<file path="src/rtl/hazard_control_unit_if.sv">
// Signal bundle between the hazard controller and the pipeline it gates.
// Inputs are sampled combinationally; there is no valid/ready handshake, every signal is meaningful every cycle.
interface hazard_control_unit_if #(
  parameter int CNT_W = 32
);
  logic             memread_ex;
  logic [4:0]       rd_ex;
  logic [4:0]       rs1_id;
  logic [4:0]       rs2_id;
  logic             use_rs1_id;
  logic             use_rs2_id;
  logic             to_branch_mem;

  logic             pc_write;
  logic             ifid_write;
  logic             ifid_flush;
  logic             idex_flush;
  logic             exmem_flush;
  logic             stall_active;
  logic [CNT_W-1:0] cnt_cycles;
  logic [CNT_W-1:0] cnt_stalls;
  logic [CNT_W-1:0] cnt_flushes;

  // Debug view of the controller FSM (0 = RUN, 1 = STALL) and its remaining-cycle counter.
  logic             dbg_state;
  logic [2:0]       dbg_rem;

  modport master (
    output memread_ex, rd_ex, rs1_id, rs2_id, use_rs1_id, use_rs2_id, to_branch_mem,
    input  pc_write, ifid_write, ifid_flush, idex_flush, exmem_flush, stall_active,
    input  cnt_cycles, cnt_stalls, cnt_flushes, dbg_state, dbg_rem
  );

  modport slave (
    input  memread_ex, rd_ex, rs1_id, rs2_id, use_rs1_id, use_rs2_id, to_branch_mem,
    output pc_write, ifid_write, ifid_flush, idex_flush, exmem_flush, stall_active,
    output cnt_cycles, cnt_stalls, cnt_flushes, dbg_state, dbg_rem
  );
endinterface

</file>
<file path="src/rtl/hazard_control_unit.sv">
// Load-use stall and taken-branch flush controller for the 5-stage core, with saturating perf counters.
// Control outputs are combinational so they gate the same edge that loads the pipeline registers.
module hazard_control_unit #(
  parameter int LOAD_STALL_CYCLES = 2,
  parameter int CNT_W             = 32
) (
  input  logic                 clk,
  input  logic                 reset,
  hazard_control_unit_if.slave bus
);
  typedef enum logic {RUN = 1'b0, STALL = 1'b1} state_t;

  localparam logic [2:0] REM_INIT = 3'(LOAD_STALL_CYCLES - 1);

  state_t           r_state;
  logic [2:0]       r_rem;
  logic [CNT_W-1:0] r_cnt_cycles;
  logic [CNT_W-1:0] r_cnt_stalls;
  logic [CNT_W-1:0] r_cnt_flushes;

  state_t     w_next_state;
  logic [2:0] w_next_rem;
  logic       w_haz;
  logic       w_pc_write;
  logic       w_ifid_write;
  logic       w_ifid_flush;
  logic       w_idex_flush;
  logic       w_exmem_flush;

  assign w_haz = bus.memread_ex && (bus.rd_ex != 5'd0) &&
                 ((bus.use_rs1_id && (bus.rd_ex == bus.rs1_id)) ||
                  (bus.use_rs2_id && (bus.rd_ex == bus.rs2_id)));

  always_ff @(posedge clk or negedge reset) begin
    if (!reset) begin
      r_state <= RUN;
      r_rem   <= 3'd0;
    end else begin
      r_state <= w_next_state;
      r_rem   <= w_next_rem;
    end
  end

  // Reset gating keeps the pipe free-running while reset is low, even if haz or a branch is presented.
  always_comb begin
    w_next_state  = r_state;
    w_next_rem    = r_rem;
    w_pc_write    = 1'b1;
    w_ifid_write  = 1'b1;
    w_ifid_flush  = 1'b0;
    w_idex_flush  = 1'b0;
    w_exmem_flush = 1'b0;
    if (!reset) begin
      w_next_state = RUN;
      w_next_rem   = 3'd0;
    end else if (bus.to_branch_mem) begin
      w_ifid_flush  = 1'b1;
      w_idex_flush  = 1'b1;
      w_exmem_flush = 1'b1;
      w_next_state  = RUN;
      w_next_rem    = 3'd0;
    end else begin
      case (r_state)
        RUN: begin
          if (w_haz) begin
            w_pc_write   = 1'b0;
            w_ifid_write = 1'b0;
            w_idex_flush = 1'b1;
            if (LOAD_STALL_CYCLES > 1) begin
              w_next_state = STALL;
              w_next_rem   = REM_INIT;
            end
          end
        end
        STALL: begin
          w_pc_write   = 1'b0;
          w_ifid_write = 1'b0;
          w_idex_flush = 1'b1;
          if (r_rem <= 3'd1) begin
            w_next_state = RUN;
            w_next_rem   = 3'd0;
          end else begin
            w_next_rem = r_rem - 3'd1;
          end
        end
        default: begin
          w_next_state = RUN;
          w_next_rem   = 3'd0;
        end
      endcase
    end
  end

  // Counters stop at all-ones instead of wrapping so long runs never report small values.
  always_ff @(posedge clk or negedge reset) begin
    if (!reset) begin
      r_cnt_cycles  <= '0;
      r_cnt_stalls  <= '0;
      r_cnt_flushes <= '0;
    end else begin
      if (r_cnt_cycles != '1)
        r_cnt_cycles <= r_cnt_cycles + CNT_W'(1);
      if (!w_pc_write && (r_cnt_stalls != '1))
        r_cnt_stalls <= r_cnt_stalls + CNT_W'(1);
      if (bus.to_branch_mem && (r_cnt_flushes != '1))
        r_cnt_flushes <= r_cnt_flushes + CNT_W'(1);
    end
  end

  assign bus.pc_write     = w_pc_write;
  assign bus.ifid_write   = w_ifid_write;
  assign bus.ifid_flush   = w_ifid_flush;
  assign bus.idex_flush   = w_idex_flush;
  assign bus.exmem_flush  = w_exmem_flush;
  assign bus.stall_active = ~w_pc_write;
  assign bus.cnt_cycles   = r_cnt_cycles;
  assign bus.cnt_stalls   = r_cnt_stalls;
  assign bus.cnt_flushes  = r_cnt_flushes;
  assign bus.dbg_state    = r_state;
  assign bus.dbg_rem      = r_rem;
endmodule

</file>
<file path="src/flat_wrapper.sv">
// flat-port wrapper written by rule: the top's interface ports become plain ports
module hazard_control_unit_flat 
#(
  parameter int LOAD_STALL_CYCLES = 2,
  parameter int CNT_W             = 32
)
  (clk, reset, bus_memread_ex, bus_rd_ex, bus_rs1_id, bus_rs2_id, bus_use_rs1_id, bus_use_rs2_id, bus_to_branch_mem, bus_pc_write, bus_ifid_write, bus_ifid_flush, bus_idex_flush, bus_exmem_flush, bus_stall_active, bus_cnt_cycles, bus_cnt_stalls, bus_cnt_flushes, bus_dbg_state, bus_dbg_rem);
  hazard_control_unit_if #(.CNT_W(CNT_W)) bus_i ();
  input  logic clk;
  input  logic reset;
  input wire logic [$bits(bus_i.memread_ex)-1:0] bus_memread_ex;
  input wire logic [$bits(bus_i.rd_ex)-1:0] bus_rd_ex;
  input wire logic [$bits(bus_i.rs1_id)-1:0] bus_rs1_id;
  input wire logic [$bits(bus_i.rs2_id)-1:0] bus_rs2_id;
  input wire logic [$bits(bus_i.use_rs1_id)-1:0] bus_use_rs1_id;
  input wire logic [$bits(bus_i.use_rs2_id)-1:0] bus_use_rs2_id;
  input wire logic [$bits(bus_i.to_branch_mem)-1:0] bus_to_branch_mem;
  output wire logic [$bits(bus_i.pc_write)-1:0] bus_pc_write;
  output wire logic [$bits(bus_i.ifid_write)-1:0] bus_ifid_write;
  output wire logic [$bits(bus_i.ifid_flush)-1:0] bus_ifid_flush;
  output wire logic [$bits(bus_i.idex_flush)-1:0] bus_idex_flush;
  output wire logic [$bits(bus_i.exmem_flush)-1:0] bus_exmem_flush;
  output wire logic [$bits(bus_i.stall_active)-1:0] bus_stall_active;
  output wire logic [$bits(bus_i.cnt_cycles)-1:0] bus_cnt_cycles;
  output wire logic [$bits(bus_i.cnt_stalls)-1:0] bus_cnt_stalls;
  output wire logic [$bits(bus_i.cnt_flushes)-1:0] bus_cnt_flushes;
  output wire logic [$bits(bus_i.dbg_state)-1:0] bus_dbg_state;
  output wire logic [$bits(bus_i.dbg_rem)-1:0] bus_dbg_rem;
  assign bus_i.memread_ex = bus_memread_ex;
  assign bus_i.rd_ex = bus_rd_ex;
  assign bus_i.rs1_id = bus_rs1_id;
  assign bus_i.rs2_id = bus_rs2_id;
  assign bus_i.use_rs1_id = bus_use_rs1_id;
  assign bus_i.use_rs2_id = bus_use_rs2_id;
  assign bus_i.to_branch_mem = bus_to_branch_mem;
  assign bus_pc_write = bus_i.pc_write;
  assign bus_ifid_write = bus_i.ifid_write;
  assign bus_ifid_flush = bus_i.ifid_flush;
  assign bus_idex_flush = bus_i.idex_flush;
  assign bus_exmem_flush = bus_i.exmem_flush;
  assign bus_stall_active = bus_i.stall_active;
  assign bus_cnt_cycles = bus_i.cnt_cycles;
  assign bus_cnt_stalls = bus_i.cnt_stalls;
  assign bus_cnt_flushes = bus_i.cnt_flushes;
  assign bus_dbg_state = bus_i.dbg_state;
  assign bus_dbg_rem = bus_i.dbg_rem;
  hazard_control_unit #(.LOAD_STALL_CYCLES(LOAD_STALL_CYCLES), .CNT_W(CNT_W)) u_core (.clk(clk), .reset(reset), .bus(bus_i));
endmodule
</file>
<file path="config.mk">
export PLATFORM = sky130hd
export DESIGN_NAME = hazard_control_unit_flat
export DESIGN_NICKNAME = d
export VERILOG_FILES = /design/src/rtl/hazard_control_unit_if.sv /design/src/rtl/hazard_control_unit.sv /design/src/flat_wrapper.sv
export SDC_FILE = /design/constraint.sdc
export NUM_CORES = 1
export LEC_CHECK = 0
export CORE_UTILIZATION = 35
export CTS_CLUSTER_DIAMETER = 40
export DETAILED_ROUTE_END_ITERATION = 8
export GPL_TIMING_DRIVEN = 1
export PLACE_DENSITY = 0.62
export SLEW_MARGIN = 40
export SYNTH_ARGS = -nofsm -noshare
export SYNTH_HDL_FRONTEND = slang
export SYNTH_SLANG_ARGS = --single-unit
</file>
<file path="constraint.sdc">
create_clock -name clk -period 2.4 [get_ports clk]
set_input_delay 0.48 -clock clk [delete_from_list [all_inputs] [get_ports clk]]
set_output_delay 0.48 -clock clk [all_outputs]
set_load 0.03 [all_outputs]
</file>
==> run metrics, run 1 <==
status finished, violations left; failing checks negative setup slack; Die Y approximately 120 microns; crit path max-delay cell type or4_4; sw frac 0.274; Tot Pwr around 3.7 mW; Rel. slew slack 0.514; first-pass GRT wire length between 15 and 20 mm; unrepaired setup endpoints after global routing yes; deepest clock path buffer count 2; clk_lat worst skew between 0.3 and 0.4 ns; leading cell type in the layout, fill and taps excluded clkdlybuf4s50_1; Sw Pwr between 1 and 1.5 mW; worst-margin pin slew about 0.73 ns; syn_nets between 400 and 500; diode count 0; Pwr Density 536 nW/um^2; Post-Place Cell Area between 6000 and 7000 sq um; Seq/Total Area, Yosys 0.504; Yosys Warn Count 0; #FFs+latches synth 100; crit-path max cell delay ~0.52 ns; Worst EP required between 1.5 and 2 ns; clock skew ~0.010 ns; I/O pin count 127; Mapped Cells 459; Die X 121 microns; Final Setup Violations 2; final hold violation count 0; DR vias 3967; vias in the first global route slightly below 4000; Peak VDD IR between 0.0002 and 0.0003 V; Clock Power Share 0.357; FFs w/ async S/R, synth 1.00; Setup WS pre-CTS -0.707 ns; Rows between 40 and 50; Synth Flop Type dfrtp_1; Post-route DRC 0; die area between 10000 and 15000 sq um; Total GRT Usage 0.171; Reg power frac 0.499; Leak 3.09 nW; P_int around 2.7 mW; drt pass-1 iters 6; Synth top area share 0.504; critical-path cell list buf_6, or4_4, o21a_1, and2_4, a21o_4, buf_8, clkinv_8, buf_8; Synth area leaders dfrtp_1, xnor2_1, xor2_1; final number of max-transition violations 0; pin count of the biggest net entering global routing ~80; Routed WL ~12 mm; synth unique cells 52; most frequent cell on the critical path buf_8; DRC marker count from the first detailed-route iteration 132; Port Buf Inserts 126; clock sink count 100; layout cell share with drive strength beyond 1 0.132; Setup CP Type in -> out; H-tree depth 3; Routed Antenna Nets 0; post-synth top area cell dfrtp_1; drt wl/cell roughly 15 microns; total of max-cap violations 0; initial antenna violation count 0; top achievable clock speed 413 MHz; final net count 640; CTS tree built; Root Buffer clkbuf_16; worst-path fanout max 4; Cell Area, Synth approximately 5000 sq um; TritonCTS buffer count 9; post-DP HPWL ~8.5 mm; Logic pwr share 0.144; GRT overflow 0; critical path arrival a little under 2 ns; mean post-synth cell area between 10 and 15 sq um; Area growth syn-to-layout 39.1%; worst setup margin -0.0222 ns; HP Class in -> async; EDFF count, synth 0; Placer Congestion a little over 0.8; CTS clk-pin slew, worst paths roughly 0.070 ns; core area ~14000 sq um; commonest cells after routing, fill and taps aside clkdlybuf4s50_1, dfrtp_1, xnor2_1; final core occ 0.498; kind of start point of the critical path input pin; CP Capture Type output pin; Via density around 5.0; initial cell density of the core 0.358; Final period util 1.01; fin area ~6900 sq um; min Tclk post-route between 2 and 2.5 ns
[synthesized netlist by cell type, drive strengths merged, types with 2 or more instances]
| cell | count |
|---|---|
| nor3b | 3 |
| mux2 | 2 |
| or3 | 3 |
| nand2 | 42 |
| nor2 | 19 |
| and3 | 13 |
| nor2b | 2 |
| buf | 8 |
| nor4b | 4 |
| inv | 10 |
| a31oi | 3 |
| xnor2 | 64 |
| and2 | 4 |
| o21a | 2 |
| o21ai | 3 |
| a21o | 3 |
| nand4 | 27 |
| a21oi | 2 |
| dfrtp | 100 |
| and4 | 10 |
| or2 | 3 |
| nor3 | 31 |
| nor4 | 6 |
| or4 | 2 |
| nand3 | 40 |
| ha | 5 |
| xor2 | 39 |
[stage by stage]
| stage | instances | hold WS (ns) | TNS, ns |
|---|---|---|---|
| 6_report | 799 | 0.117 | -0.0433 |
| 3_5_place_dp | 781 | 0.481 | -16.66 |
| 5_1_grt | 799 | 0.112 | -0.103 |
| 3_3_place_gp | 781 | 0.471 | -15.11 |
| 4_1_cts | 800 | 0.109 | -0.157 |
| 2_1_floorplan | 459 | 0.184 | -0.104 |
[worst paths after layout]
path / slack (ns) / to / from / depth (start not counted)
worst max-delay path: -0.02 / bus_ifid_write / bus_rd_ex[3] / 8
worst min-delay path: 0.12 / u_core.bus.dbg_rem[2]$_DFFE_PN0P_ / reset / 2
worst min register to register: 0.49 / u_core.bus.cnt_flushes[23]$_DFFE_PN0P_ / u_core.bus.cnt_flushes[23]$_DFFE_PN0P_ / 1
max in group asynchronous: 1.28 / u_core.bus.cnt_cycles[0]$_DFFE_PN0P_ / reset / 3
worst max register to register: 0.16 / u_core.bus.cnt_stalls[28]$_DFFE_PN0P_ / u_core.bus.cnt_stalls[0]$_DFFE_PN0P_ / 7
min in group clk: 0.49 / u_core.bus.cnt_flushes[23]$_DFFE_PN0P_ / u_core.bus.cnt_flushes[23]$_DFFE_PN0P_ / 1
[repair_timing]
action | 4_1_cts | 5_1_grt
hold buffers | 0 | 0
endpoints found under the setup margin | 29 | 19
resized for setup | 41 | 8
buffers inserted | 3 | 0
pin swaps | 5 | 9
[routing by layer]
layer / up-vias / global-route usage / wire length [microns]
li1: 1920 / - / -
met1: 1925 / 0.231 / 5460
met2: 105 / 0.262 / 5510
met3: 17 / 0.0348 / 584
met4: 0 / 0.0833 / 236
met5: - / 0 / 0
[power groups by stage]
stage	clock network (mW)	registers (mW)	logic (mW)
2_1_floorplan	0	2.00	0.132
3_3_place_gp	0	1.88	0.529
3_5_place_dp	0	1.88	0.542
4_1_cts	1.37	1.85	0.545
5_1_grt	1.45	1.86	0.573
6_report	1.32	1.85	0.534
[critical path, delay by kind of cell]
kind | cells | cell delay, ns
and+or+nand+nor | 2 | 0.66
buffers and inverters | 4 | 0.38
AOI/OAI and AO/OA | 2 | 0.41
[cell families (layout without fill, tap and decap cells)]
logic type      after synthesis  count (layout)  share of synthesized area
simple gates                212             212                      0.248
buf+inv                      20             180                     0.0239
flops                       100             100                      0.504
mux                           2               2                    0.00453
fa+ha+maj                     5               5                     0.0126
xor+xnor                    103             103                      0.182
compound gates               17              17                     0.0254
[registers in the layout (all words and copies together), names as in the netlist]
| register | flops |
|---|---|
| u_core.bus.cnt_cycles | 32 |
| u_core.bus.cnt_flushes | 32 |
| u_core.bus.cnt_stalls | 32 |
| u_core.bus.dbg_rem | 3 |
| u_core.bus.dbg_state | 1 |
[layout make-up]
cell class                 instances  area (sq um)
fill                            1269          6970
sequential                       100          2500
multi-input combinational        339          2390
timing repair buffer             153          1480
clock buffer                      11           233
tap                              180           225
inverter                          11          53.8
clock inverter                     5          28.8
Power figures use the tool's default switching activity.
==> inputs of run 2 (changes only) <==
--- a/config.mk
+++ b/config.mk
@@ -7,6 +7,7 @@
 export LEC_CHECK = 0
 export CORE_UTILIZATION = 35
 export CTS_CLUSTER_DIAMETER = 40
+export CTS_CLUSTER_SIZE = 24
 export DETAILED_ROUTE_END_ITERATION = 8
 export GPL_TIMING_DRIVEN = 1
 export PLACE_DENSITY = 0.62
==> results of run 2 <==
Same layout as run 1: the final DEF is identical, and so are final timing and power.
==> inputs of run 3 (changes only) <==
==> constraint.sdc (replaced) <==
create_clock -name clk -period 2.4 [get_ports clk]
set_input_delay 0.48 -clock clk [delete_from_list [all_inputs] [get_ports clk]]
set_output_delay 0.48 -clock clk [all_outputs]
set_load 0.01 [all_outputs]
==> run 3 against run 2 <==
Compared with the run above:
- the run now ends clean
- utilization barely moved
- critical path depth decreased by 1
- first-iteration DRC count increased by 56%
- flip-flop and latch count is the same
- clock power up 13%
- maximum frequency grew 3.0%
- hold slack gained 0.15 ns
- critical path type unchanged
- critical endpoint unchanged
- highest routed layer unchanged
==> run metrics, run 3 (synthesis gave the netlist of run 1 again) <==
status finished, final reports clean; worst-path fanout max 4 (unchanged); clk_lat worst skew 0.34 ns (about the same); Area growth syn-to-layout 39.0% (about the same); I/O pin count 127 (unchanged); Post-route DRC 0 (unchanged); # hold bufs at CTS 0 (unchanged); Setup CP Type in -> out; Top delay family on crit path simple AND/OR/NAND/NOR gates; Rows 43 (unchanged); Routed WL 11.9 mm (+0.59%); final number of max-transition violations 0 (unchanged); WL met1 5.72 mm (+4.7%); Pwr Density 544 nW/um^2 (+1.5%); DR vias 3958 (-0.23%); initial antenna violation count 0 (unchanged); HP Class in -> async; Root Buffer clkbuf_16; worst-margin pin slew 0.672 ns (-0.0562 ns); drt wl/cell 14.9 microns (+0.96%); diode count 0 (unchanged); die area 14700 sq um (unchanged); vias in the first global route 3775 (-4.6%); FF-to-FF path depth 7 (unchanged); min Tclk post-route 2.35 ns (-0.0712 ns); Total GRT Usage 0.166 (-0.00518); post-DP HPWL 8.60 mm (+0.99%); Peak VDD IR 0.000343 V (+23%); Fin Setup TNS 0 ns (+0.0433 ns); crit path max-delay cell type or4_4; worst setup margin 0.0490 ns (+0.0712 ns); placed cells 779 (-0.26%); layout cell share with drive strength beyond 1 0.115 (-0.0172); CTS clk-pin slew, worst paths 0.06 ns (about the same); crit-path max cell delay 0.52 ns (about the same); GRT overflow 0 (unchanged); critical-path cell list buf_2, or4_4, o21a_1, and2_4, a21o_4, inv_8, buf_6; Worst EP required 1.92 ns (about the same); worst r2r dst u_core.bus.cnt_cycles[11]$_DFFE_PN0P_; Setup crit start bus_rd_ex[3]; Die X 121 microns (unchanged); commonest cells after routing, fill and taps aside clkdlybuf4s50_1, dfrtp_1, xnor2_1; CTS tree built; pin count of the biggest net entering global routing 54 (-33%); number of fill cells 1269 (unchanged); kind of start point of the critical path input pin; final hold violation count 0 (unchanged); unrepaired setup endpoints after global routing no; clock sink count 100 (unchanged); Finished Layout Cells 796 (-0.38%); final net count 638 (-0.31%); Setup WS pre-CTS -0.687 ns (+0.0194 ns); Placer Congestion 0.781 (-3.2%); Routed Antenna Nets 0 (unchanged); reg2reg start u_core.bus.cnt_cycles[0]$_DFFE_PN0P_; Met2 Wirelength 5.41 mm (-1.7%); drt pass-1 iters 4 (-2); routed wl met3 533 microns (-8.7%); core area 13900 sq um (unchanged); TritonCTS buffer count 9 (unchanged); Port Buf Inserts 126 (unchanged); initial cell density of the core 0.358 (unchanged); max layer used met4; top achievable clock speed 425 MHz (+3.0%); first-pass GRT wire length 19.1 mm (-2.9%); Levels on crit path 7 (-1); CP Capture Type output pin; Die Y 121 microns (unchanged); Leak 3.06 nW (-0.85%); leading cell type in the layout, fill and taps excluded clkdlybuf4s50_1; clock skew 0.00633 ns (-0.00374 ns); Rel. slew slack 0.548 (+0.0340); deepest clock path buffer count 2 (unchanged); CP bufs+invs 3 (-1); H-tree depth 3 (unchanged); R2R Setup Slk 0.18 ns (+0.02 ns); Via density 4.97 (+0.15%); Final Setup Violations 0 (-2); critical path arrival 1.87 ns (-0.07 ns); Critical path destination bus_ifid_write; DRC marker count from the first detailed-route iteration 206 (+56%); total of max-cap violations 0 (unchanged); Final period util 0.980 (-0.0297)
## run 3: through the flow
step | util | total power [mW] | instance area, sq um | hold WS (ns)
2_1_floorplan | - | 2.02 | 4980 | 0.184
3_3_place_gp | 0.473 | 2.30 | 6570 | 0.472
3_5_place_dp | 0.473 | 2.31 | 6570 | 0.477
4_1_cts | 0.495 | 3.81 | 6870 | 0.292
5_1_grt | 0.498 | 3.92 | 6910 | 0.329
6_report | 0.498 | 3.76 | 6910 | 0.271
## run 3: per-layer routing
| metal | track usage | up-vias |
|---|---|---|
| li1 | - | 1914 |
| met1 | 0.229 | 1945 |
| met2 | 0.250 | 87 |
| met3 | 0.0376 | 12 |
| met4 | 0.0687 | 0 |
| met5 | 0 | - |
## run 3: worst min path at each step
stage                                                       from                                endpoint  slack (ns)
final                                                      reset       u_core.bus.dbg_rem[1]$_DFFE_PN0P_        0.27
after detailed placement    u_core.bus.cnt_cycles[8]$_DFFE_PN0P_    u_core.bus.cnt_cycles[8]$_DFFE_PN0P_        0.48
after global routing                                       reset       u_core.bus.dbg_rem[0]$_DFFE_PN0P_        0.33
after CTS                                                  reset   u_core.bus.cnt_flushes[0]$_DFFE_PN0P_        0.29
after global placement    u_core.bus.cnt_flushes[22]$_DFFE_PN0P_  u_core.bus.cnt_flushes[22]$_DFFE_PN0P_        0.47
after floorplan                                            reset    u_core.bus.cnt_cycles[0]$_DFFE_PN0P_        0.18
## run 3: repair_timing
action | CTS | global route
cloned | 0 | 1
gates resized for setup | 32 | 7
buffers inserted | 0 | 1
endpoints found under the setup margin | 29 | 5
endpoints found under the hold margin | 0 | 0
pin swaps | 4 | 5
## run 3: area by class of cell
type                       instances  area, sq um  share of cell area
sequential                       100         2500               0.362
clock inverter                     1         30.0             0.00435
inverter                          11         48.8             0.00706
multi-input combinational        339         2360               0.341
timing repair buffer             151         1470               0.213
clock buffer                      14          274              0.0397
tap                              180          225              0.0326
## run 3: report_power, final
part / total [mW] / internal (mW) / switching [mW]
Clock: 1.49 / 0.889 / 0.599
Sequential: 1.86 / 1.76 / 0.106
Combinational: 0.410 / 0.236 / 0.174
Total: 3.76 / 2.88 / 0.879
